**src/rtl/fetch_unit_if.sv**
```systemverilog
// Fetch-stage bus: instruction-memory address/data, decode back-pressure and
// redirect inputs, and the IF/ID pipeline register outputs.
interface fetch_unit_if #(
  parameter int ADDR_W = 5,
  parameter int INST_W = 32
);
  logic [ADDR_W-1:0] imem_addr;
  logic [INST_W-1:0] imem_instruction;
  logic              stall;
  logic              redirect_valid;
  logic [ADDR_W-1:0] redirect_target;
  logic              if_id_valid;
  logic [INST_W-1:0] if_id_instruction;
  logic [ADDR_W-1:0] if_id_pc;

  modport master (
    output imem_addr, if_id_valid, if_id_instruction, if_id_pc,
    input  imem_instruction, stall, redirect_valid, redirect_target
  );

  modport slave (
    input  imem_addr, if_id_valid, if_id_instruction, if_id_pc,
    output imem_instruction, stall, redirect_valid, redirect_target
  );
endinterface

```
**src/rtl/fetch_unit.sv**
```systemverilog
// Instruction-fetch stage: owns the PC, drives the instruction memory and fills IF/ID.
// Define FETCH_DELAY_SLOT_EN to keep the delay-slot instruction on redirect instead of flushing.
module fetch_unit #(
  parameter int                 ADDR_W   = 5,
  parameter int                 INST_W   = 32,
  parameter logic [ADDR_W-1:0]  RESET_PC = {ADDR_W{1'b0}},
  parameter logic [INST_W-1:0]  NOP_WORD = 32'h0000_0000
) (
  input  logic                clk,
  input  logic                rst_n,
  input  logic                start_i,
  output logic [1:0]          fetch_state_o,
  fetch_unit_if.master        bus
);

  typedef enum logic [1:0] {
    IDLE = 2'd0,
    RUN  = 2'd1,
    HOLD = 2'd2
  } state_e;

  state_e            state_q, state_d;
  logic [ADDR_W-1:0] pc_q, pc_d;
  logic              valid_q, valid_d;
  logic [INST_W-1:0] inst_q, inst_d;
  logic [ADDR_W-1:0] idpc_q, idpc_d;

  // State, PC and IF/ID register; reset clears IF/ID immediately.
  always_ff @(posedge clk or negedge rst_n) begin
    if (!rst_n) begin
      state_q <= IDLE;
      pc_q    <= RESET_PC;
      valid_q <= 1'b0;
      inst_q  <= NOP_WORD;
      idpc_q  <= {ADDR_W{1'b0}};
    end else begin
      state_q <= state_d;
      pc_q    <= pc_d;
      valid_q <= valid_d;
      inst_q  <= inst_d;
      idpc_q  <= idpc_d;
    end
  end

  // Next-state, next-PC and IF/ID load; redirect has priority over stall.
  always_comb begin
    state_d = state_q;
    pc_d    = pc_q;
    valid_d = valid_q;
    inst_d  = inst_q;
    idpc_d  = idpc_q;
    case (state_q)
      IDLE: begin
        valid_d = 1'b0;
        inst_d  = NOP_WORD;
        if (start_i) begin
          state_d = RUN;
        end else begin
          state_d = IDLE;
        end
      end
      RUN, HOLD: begin
        if (bus.redirect_valid) begin
          state_d = RUN;
          pc_d    = bus.redirect_target;
`ifdef FETCH_DELAY_SLOT_EN
          valid_d = 1'b1;
          inst_d  = bus.imem_instruction;
          idpc_d  = pc_q;
`else
          valid_d = 1'b0;
          inst_d  = NOP_WORD;
`endif
        end else if (bus.stall) begin
          state_d = HOLD;
        end else begin
          // Leaving HOLD fetches on the same edge so no slot is lost.
          state_d = RUN;
          pc_d    = pc_q + {{(ADDR_W-1){1'b0}}, 1'b1};
          valid_d = 1'b1;
          inst_d  = bus.imem_instruction;
          idpc_d  = pc_q;
        end
      end
      default: begin
        state_d = IDLE;
        pc_d    = RESET_PC;
        valid_d = 1'b0;
        inst_d  = NOP_WORD;
        idpc_d  = {ADDR_W{1'b0}};
      end
    endcase
  end

  assign bus.imem_addr         = pc_q;
  assign bus.if_id_valid       = valid_q;
  assign bus.if_id_instruction = inst_q;
  assign bus.if_id_pc          = idpc_q;
  assign fetch_state_o         = state_q;

endmodule

```
**src/flat_wrapper.sv**
```systemverilog
// flat-port wrapper written by rule: the top's interface ports become plain ports
module fetch_unit_flat 
#(
  parameter int                 ADDR_W   = 5,
  parameter int                 INST_W   = 32,
  parameter logic [ADDR_W-1:0]  RESET_PC = {ADDR_W{1'b0}},
  parameter logic [INST_W-1:0]  NOP_WORD = 32'h0000_0000
)
  (clk, rst_n, start_i, fetch_state_o, bus_imem_addr, bus_if_id_valid, bus_if_id_instruction, bus_if_id_pc, bus_imem_instruction, bus_stall, bus_redirect_valid, bus_redirect_target);
  fetch_unit_if #(.ADDR_W(ADDR_W), .INST_W(INST_W)) bus_i ();
  input  logic clk;
  input  logic rst_n;
  input  logic start_i;
  output logic [1:0] fetch_state_o;
  output wire logic [$bits(bus_i.imem_addr)-1:0] bus_imem_addr;
  output wire logic [$bits(bus_i.if_id_valid)-1:0] bus_if_id_valid;
  output wire logic [$bits(bus_i.if_id_instruction)-1:0] bus_if_id_instruction;
  output wire logic [$bits(bus_i.if_id_pc)-1:0] bus_if_id_pc;
  input wire logic [$bits(bus_i.imem_instruction)-1:0] bus_imem_instruction;
  input wire logic [$bits(bus_i.stall)-1:0] bus_stall;
  input wire logic [$bits(bus_i.redirect_valid)-1:0] bus_redirect_valid;
  input wire logic [$bits(bus_i.redirect_target)-1:0] bus_redirect_target;
  assign bus_imem_addr = bus_i.imem_addr;
  assign bus_if_id_valid = bus_i.if_id_valid;
  assign bus_if_id_instruction = bus_i.if_id_instruction;
  assign bus_if_id_pc = bus_i.if_id_pc;
  assign bus_i.imem_instruction = bus_imem_instruction;
  assign bus_i.stall = bus_stall;
  assign bus_i.redirect_valid = bus_redirect_valid;
  assign bus_i.redirect_target = bus_redirect_target;
  fetch_unit #(.ADDR_W(ADDR_W), .INST_W(INST_W), .RESET_PC(RESET_PC), .NOP_WORD(NOP_WORD)) u_core (.clk(clk), .rst_n(rst_n), .start_i(start_i), .fetch_state_o(fetch_state_o), .bus(bus_i));
endmodule
```
**config.mk**
```make
export PLATFORM = sky130hd
export DESIGN_NAME = fetch_unit_flat
export DESIGN_NICKNAME = d
export VERILOG_FILES = /design/src/rtl/fetch_unit_if.sv /design/src/rtl/fetch_unit.sv /design/src/flat_wrapper.sv
export SDC_FILE = /design/constraint.sdc
export NUM_CORES = 1
export LEC_CHECK = 0
export CORE_ASPECT_RATIO = 0.5
export CORE_UTILIZATION = 30
export DETAILED_ROUTE_END_ITERATION = 12
export SLEW_MARGIN = 20
export SYNTH_ARGS = -nofsm -noshare
export SYNTH_HDL_FRONTEND = slang
export SYNTH_SLANG_ARGS = --single-unit
```
**constraint.sdc**
```tcl
create_clock -name clk -period 1.9 [get_ports clk]
set_clock_uncertainty 0.2 [all_clocks]
set_input_delay 0.38 -clock clk [delete_from_list [all_inputs] [get_ports clk]]
set_output_delay 0.38 -clock clk [all_outputs]
set_load 0.02 [all_outputs]
```
# Word-level counts from Yosys, hierarchy flattened
# Index checks and enable logic that the tools add are counted.
[word_totals]
ff_bits = 45
in_bits = 42
output_inout_bits = 45
wordCells = 32
[op_classes]
eq_ne = 5
bitwise = 1
n_reduce_logical = 4
mux = 16
addsub = 1
[ops]
columns = ["operator", "n"]
rows = [
  ["$mux 32", 3],
  ["$mux 5", 4],
  ["$pmux 5 s2", 2],
  ["$add 5x1->5 const B", 1],
  ["$mux 1", 4],
  ["$mux 2", 2],
  ["$ne 2x2->1 const B", 2],
  ["$pmux 2 s2", 1],
  ["$ne 3x3->1 const B", 1],
  ["$reduce_and 3->1", 1],
  ["$eq 2x1->1 const B", 1],
  ["$eq 2x2->1 const B", 1],
  ["$logic_not 2->1", 1],
  ["$reduce_and 2->1", 1],
  ["$reduce_or 2->1", 1],
  ["$not 1->1", 1],
]

# Depth between registers and ports, before layout
[depth]
depth_word = 4
depth_mapped = 7
depth_no_buf = 5

# Worst setup path after synthesis
# Ideal clock, no wire load.
[synth_timing]
path_kind = "register to register"
start = "register u_core.state_q[0], in the netlist u_core.fetch_state_o[0]"
end = "register u_core.inst_q[10], in the netlist u_core.bus.if_id_instruction[10]"
stages_incl_launch_ff = 7
t_arrival_ps = 1590
slack_ps = -11
synth_period_minus_slack_ps = 1911
setup_ps = 121
path_cell_list = "dfrtp_1 -> inv_1 -> ha_1 -> and3b_1 -> buf_6 -> buf_4 -> a22o_2"
[synth_via]
elab_chain_cells = 3
word_cells_on_any_way = 5
cone_classes = "eq/ne: 3; mux: 1; reduce/logical: 1"
[synth_rtl]
columns = ["item", "line_no", "rtl"]
rows = [
  ["start: declaration", "fetch_unit.sv:22", "state_e state_q, state_d;"],
  ["start signal: assignment", "fetch_unit.sv:37", "state_q <= state_d;"],
  ["$eq 2x1->1 or $eq 2x2->1 (tied branches)", "fetch_unit.sv:52", "case (state_q)"],
  ["$reduce_or 2->1 (*)", "fetch_unit.sv:52", ""],
  ["$ne 3x3->1 (no source line) or $mux 32 (tied branches)", "--", ""],
  ["end signal: assignment", "fetch_unit.sv:40", "inst_q <= inst_d;"],
  ["end: declaration", "fetch_unit.sv:25", "logic [INST_W-1:0] inst_q, inst_d;"],
]
# Every way passes the cells marked *; elsewhere a longest branch is shown, timed or not.
# A chain may end at the register's enable or synchronous reset.

# Worst setup path in the final report
[layout_timing]
start = "register u_core.state_q[1], in the netlist u_core.fetch_state_o[1]"
end = "output port fetch_state_o[1]"
[layout_lines]
columns = ["item", "line_no", "rtl"]
rows = [
  ["end: declaration", "flat_wrapper.sv:14", "output logic [1:0] fetch_state_o;"],
]
# No word-level cell between the ends.

==> results.md <==
* Status: finished clean
* Total track usage at 0.147
* Worst-margin pin slew at 406 ps
* Number of cells produced by synthesis at 131
* Root Buffer: clkbuf_16
* Critical Path, Cell by Cell: clkdlybuf4s50_1
* Setup crit start kind: register
* Final instance area at 3000 um2
* Drt pass-1 iters at 4
* Final core utilization at 0.524
* Crit path time final at 1860 ps
* Cell Count, Final, Fillers Out at 310
* CTS tree: yes
* Cell Area, Synth at 1870 um2
* Netlist cell types at 27
* Flop2flop setup slack at 100 ps
* Io pins at 87
* Initial antenna violation count at 0
* Post-CTS Setup Inserts at 0
* Max_cap viols at 0
* Avg WL per Cell at 14.7 um
* # clock sinks at 45
* Power density cells at 1160 nW/um2
* Commonest non-fill, non-tap cells in the layout: clkdlybuf4s50_1, dfrtp_1, a22o_2, a22o_1, buf_4
* # DRC at 0
* Final Cycle Share at 0.977
* Crit-path max FO at 3
* Post-synth top area share at 0.603
* CTS buffer count at 5
* CP Data Arrival Time at 1280 ps
* Crit path buf inv count at 1
* PortBufs at 86
* Max Freq at 0.539 GHz
* Die H at 57.8 um
* N_diodes at 0
* Number of global-route vias before repair at 1565
* Worst EP required at 1320 ps
* Crit end category: output pin
* Starting density of the core at 0.326
* Largest net degree at the start of global routing at 34
* Htree depth at 2
* Clock Latency Late Sink at 280 ps
* Multi-input logic area at 626 um2
* Placed insts at 301
* VDD IR max at 475 uV
* Vias at 1437
* CTS max path bufs at 2
* Sequential share of the synthesized area at 0.603
* Clk slew on worst S/H paths at 60 ps
* Synth area leader: dfrtp_1
* CP delay by family, top: buffers and inverters
* Commonest non-fill, non-tap cell in the layout: clkdlybuf4s50_1
* Critical path class: reg -> out
* Nets at 270
* Ranking of synthesized cells by area: dfrtp_1, a22o_2, buf_6
* First-pass GRT wire length at 7430 um
* Slew Viols, Final at 0
* Initial DRC Count at 57
* Die area at 6570 um2
* Final Hold Fails at 0
* Fraction of layout instances using a drive strength above 1 at 0.226
* Gr ovfl total at 0
* Pleak at 0.00135 uW
* RSZ-0062 raised after global routing: no
* Fin Hold WS at 287 ps
* Placed instance area at 2830 um2
* DP HPWL at 3200 um
* Hold Path Class: reg -> reg
* Synth warnings at 0
* Core Area at 5730 um2
* Final WL at 4540 um
* Post-synthesis register bit count at 45
* Slowest Stage Delay on Critical Path at 620 ps
* FP Rows at 19
* Synthesized Nets at 176
* DR vias/cell at 4.64
* Synth-to-layout area growth at 60.8%
* Register area at 1130 um2
* Overall power at 3490 uW
* Max_slew headroom at 0.730
* # fillers at 500
* Syn avg cell area at 14.3 um2
* Final setup fails at 0
* Die width at 114 um
* Post-detailed-route count of antenna-violating nets at 0
* Crit-path slowest cell: clkdlybuf4s50_1
* Routability cong. at 0.693
## kinds of logic after synthesis
kind of cell / Yosys count / share of synthesized area
AO/OA/AOI/OAI: 52 / 0.246
AND/OR/NAND/NOR: 12 / 0.0442
multiplexers: 2 / 0.0107
buffers and inverters: 14 / 0.0623
adder cells (fa/ha/maj): 3 / 0.0201
flip-flops: 45 / 0.603
XOR/XNOR: 3 / 0.0141
## registers in the layout (all words and copies together), names as in the netlist
name / count
u_core.bus.imem_addr: 5
u_core.bus.if_id_instruction: 32
u_core.fetch_state_o: 2
u_core.bus.if_id_valid: 1
u_core.bus.if_id_pc: 5
## final cells by class
cell class	count	area share
flip-flops and latches	45	0.375
repair buffers	97	0.319
clock buffers	5	0.0416
clock inverters	3	0.0154
well taps	84	0.0350
inverters	4	0.00500
multi-input cells	72	0.208
## report_power, final
part / total [uW] / switching [uW] / internal, uW
clock network: 1000 / 378 / 623
logic: 1240 / 635 / 609
registers: 1250 / 124 / 1130
total: 3490 / 1140 / 2360
## synth_stat cells (all sizes together)
library cell and count:
dfrtp 45, a22o 37, buf 9, o21ai 7, inv 4, ha 3
xor2 3, a21oi 2, mux2i 2, nand2 2, nand3 2, nand4b 2
nor3 2, o211ai 2, o41ai 2, a21o 1, and2 1, and3b 1
clkbuf 1, nand2b 1, nor2 1, o31ai 1
## per-stage QoR
stage | TNS (ps) | setup slack [ps]
2_1_floorplan | 0 | 10.8
3_3_place_gp | 0 | 41.6
3_5_place_dp | -26.1 | -26.1
4_1_cts | 0 | 31.3
5_1_grt | 0 | 3.20
6_report | 0 | 43.1
## final timing paths
check | endpoint | startpoint | cells after the start
worst max-delay path | fetch_state_o[1] | u_core.fetch_state_o[1] | 1
worst min-delay path | u_core.bus.if_id_valid | u_core.bus.if_id_valid | 1
worst max register to register | u_core.bus.imem_addr[0] | u_core.fetch_state_o[0] | 5
worst min register to register | u_core.bus.if_id_valid | u_core.bus.if_id_valid | 1
max in group asynchronous | u_core.fetch_state_o[0] | rst_n | 3
min in group asynchronous | u_core.bus.if_id_instruction[21] | rst_n | 2
## routing by layer
| metal | share of wire | vias up | GRT usage | wire, um |
|---|---|---|---|---|
| li1 | - | 688 | - | - |
| met1 | 0.47 | 714 | 0.190 | 2140 |
| met2 | 0.49 | 31 | 0.247 | 2210 |
| met3 | 0.034 | 4 | 0.0356 | 154 |
| met4 | 0.0095 | 0 | 0.0451 | 43 |
| met5 | 0 | - | 0 | 0 |
## timing repair
item / 4_1_cts / 5_1_grt
endpoints found under the setup margin: 5 / 0
hold buffers: 1 / 0
resized for setup: 5 / 0
endpoints found under the hold margin: 17 / 0
No activity file was read; power rests on OpenSTA's default activity.
==> edit (same settings) <==
`INST_W` is set to 32 in 3 places; all go to 48.
--- a/src/rtl/fetch_unit_if.sv
+++ b/src/rtl/fetch_unit_if.sv
@@ -2,7 +2,7 @@
 // redirect inputs, and the IF/ID pipeline register outputs.
 interface fetch_unit_if #(
   parameter int ADDR_W = 5,
-  parameter int INST_W = 32
+  parameter int INST_W = 48
 );
   logic [ADDR_W-1:0] imem_addr;
   logic [INST_W-1:0] imem_instruction;
--- a/src/rtl/fetch_unit.sv
+++ b/src/rtl/fetch_unit.sv
@@ -2,7 +2,7 @@
 // Define FETCH_DELAY_SLOT_EN to keep the delay-slot instruction on redirect instead of flushing.
 module fetch_unit #(
   parameter int                 ADDR_W   = 5,
-  parameter int                 INST_W   = 32,
+  parameter int                 INST_W   = 48,
   parameter logic [ADDR_W-1:0]  RESET_PC = {ADDR_W{1'b0}},
   parameter logic [INST_W-1:0]  NOP_WORD = 32'h0000_0000
 ) (
--- a/src/flat_wrapper.sv
+++ b/src/flat_wrapper.sv
@@ -2,7 +2,7 @@
 module fetch_unit_flat 
 #(
   parameter int                 ADDR_W   = 5,
-  parameter int                 INST_W   = 32,
+  parameter int                 INST_W   = 48,
   parameter logic [ADDR_W-1:0]  RESET_PC = {ADDR_W{1'b0}},
   parameter logic [INST_W-1:0]  NOP_WORD = 32'h0000_0000
 )
Ports: changed (resized bus_if_id_instruction and bus_imem_instruction); port bits go from 87 to 119. The function was not compared with the original's and may differ.
==> edit against the unedited design <==
Global-route usage grew 1.0 points; area after synthesis rose by 40%; sequential cell count rose by 16; cell area is 44% higher; synthesized cell count up 66%; worst setup slack lost 0.015 ns; combinational power up 37%; clock power up 61%; routed wire length grew 47%; power up 42%; fmax shrank 0.82%; critical endpoint is now bus_if_id_instruction[0]; largest cell class unchanged.
==> edit: results (changes against the unedited design) <==
Global routing
  – Pin count of the biggest net entering global routing: 62 (was 34)
  – Vias in the first global route: 2224 (was 1565)
  – GRT Total Usage: 15.69% (was 14.66%)
  – Global-route wire length before repair: 10.87 mm (was 7.431 mm)

Clock tree
  – Clock root cell: clkbuf_16 (unchanged)
  – Htree depth: 3 (was 2)
  – Number of buffers created by CTS: 9 (was 5)
  – Worst-Skew Late Latency: 0.32 ns (was 0.28 ns)

Synthesis
  – Syn nets: 279 (was 176)
  – Commonest cells in the netlist: dfrtp_1, mux2i_1, nor2_1, buf_2 (was dfrtp_1, a22o_2, a22o_1, buf_6, o21ai_0)
  – Post-Synthesis Cells: 218 (was 131)
  – Top cells by area, synth: dfrtp_1, mux2i_1, nor2_1 (was dfrtp_1, a22o_2, buf_6)
  – Seq/Total Area, Yosys: 58.54% (was 60.28%)
  – Post-synth cell types: 28 (was 27)

Power
  – Leakage: 2.388 nW (was 1.354 nW)
  – Worst vdd rail ir drop: 0.5238 mV (was 0.4747 mV)
  – Combinational power share: 34.1% (was 35.6%)
  – Sw Ratio: 31.43% (was 32.53%)
  – Clk. pwr: 1.61 mW (was 1.00 mW)
  – Total power: 4.977 mW (was 3.494 mW)

Layout
  – Fin cells: 461 (was 310)
  – Nets@finish: 406 (was 270)
  – Max reg flops: 48 (was 32)
  – Ratio of cells with drive above 1 in the final layout: 9.169% (was 22.57%)
  – Number of fill cells: 734 (was 500)

Placement
  – DP Cell Count: 445 (was 301)
  – RePlAce Congestion: 0.7619 (was 0.6933)
  – Dpl hpwl: 4.743 mm (was 3.204 mm)
  – PortBufs: 118 (was 86)

Worst setup path
  – Top delay family on crit path: buffers and inverters (unchanged)
  – Crit path max fanout: 2 (was 3)
  – CP max stage cell: clkdlybuf4s50_1 (unchanged)

Min path
  – HP Class: in -> reg (was reg -> reg)

Detailed routing
  – Initial DRC Count: 81 (was 57)
  – Via density: 4.547 (was 4.635)
  – Wire per inst: 14.51 um (was 14.65 um)

STA
  – Measured slew at the worst slew-check pin: 0.3527 ns (was 0.4057 ns)

Run status
  – Status: complete, no violations (unchanged)
[edit: changes by cell type in the layout (fill, tap and decap cells not counted), moves of 3 or more]
cell	unedited run	this run
nor2_1	1	49
mux2i_1	2	49
a22o_2	27	0
dlymetal6s2s_1	0	25
dfrtp_1	44	61
clkdlybuf4s50_1	80	87
a22o_1	10	5
clkbuf_16	5	9
clkbuf_1	0	3
xor2_1	3	0
[edit: path summary, 6_finish.rpt]
check                                                     start                          endpoint  slack (ns)  depth (start not counted)
worst max-delay path            u_core.bus.if_id_instruction[0]          bus_if_id_instruction[0]        0.03                          1
worst min register to register           u_core.bus.if_id_pc[4]            u_core.bus.if_id_pc[4]        0.30                          1
max in group asynchronous                                 rst_n   u_core.bus.if_id_instruction[7]        0.83                          3
min in group asynchronous                                 rst_n  u_core.bus.if_id_instruction[21]        0.40                          3
worst max register to register          u_core.fetch_state_o[0]           u_core.bus.imem_addr[4]        0.20                          6
worst min-delay path                                  bus_stall           u_core.fetch_state_o[1]        0.28                          2
[edit: metrics by stage]
step | utilization [%] | area [um^2] | setup WS, ns
CTS | 52.10 | 4273 | 0.002366
floorplan | - | 2608 | 0.08854
detailed placement | 48.45 | 3974 | -0.1176
global route | 52.92 | 4340 | 0.00009570
global placement | 48.45 | 3974 | -0.07780
finish | 52.92 | 4340 | 0.02786
[edit: logic make-up (layout without fill, tap and decap cells)]
| family | Yosys count | after routing | synth area share (%) |
|---|---|---|---|
| buffers and inverters | 19 | 150 | 3.791 |
| adder cells (fa/ha/maj) | 3 | 3 | 1.440 |
| flip-flops | 61 | 61 | 58.54 |
| AO/OA/AOI/OAI | 21 | 21 | 6.190 |
| AND/OR/NAND/NOR | 65 | 65 | 11.23 |
| multiplexers | 49 | 49 | 18.81 |
[edit: repair_timing]
| action | CTS | global route |
|---|---|---|
| hold endpoints to repair | 61 | 0 |
| pin swaps | 0 | 0 |
| hold buffers | 1 | 0 |
| resized for setup | 4 | 27 |
| setup endpoints to repair | 4 | 28 |
| buffers inserted | 0 | 0 |
[edit: layout make-up]
| class | count | area [um^2] | area share (%) |
|---|---|---|---|
| sequential | 61 | 1526 | 35.17 |
| tap | 112 | 140.1 | 3.229 |
| inverter | 5 | 18.77 | 0.4324 |
| clock buffer | 14 | 264.0 | 6.082 |
| multi-input combinational | 138 | 989.7 | 22.80 |
| clock inverter | 1 | 30.03 | 0.6918 |
| timing repair buffer | 130 | 1371 | 31.59 |
[edit: metal layers]
layer	vias up	routed length (um)	global-route usage, %
met1	1040	2867	17.91
li1	1000	-	-
met2	41	3442	27.78
met5	-	0	0
met3	15	223	4.296
met4	0	156	8.239
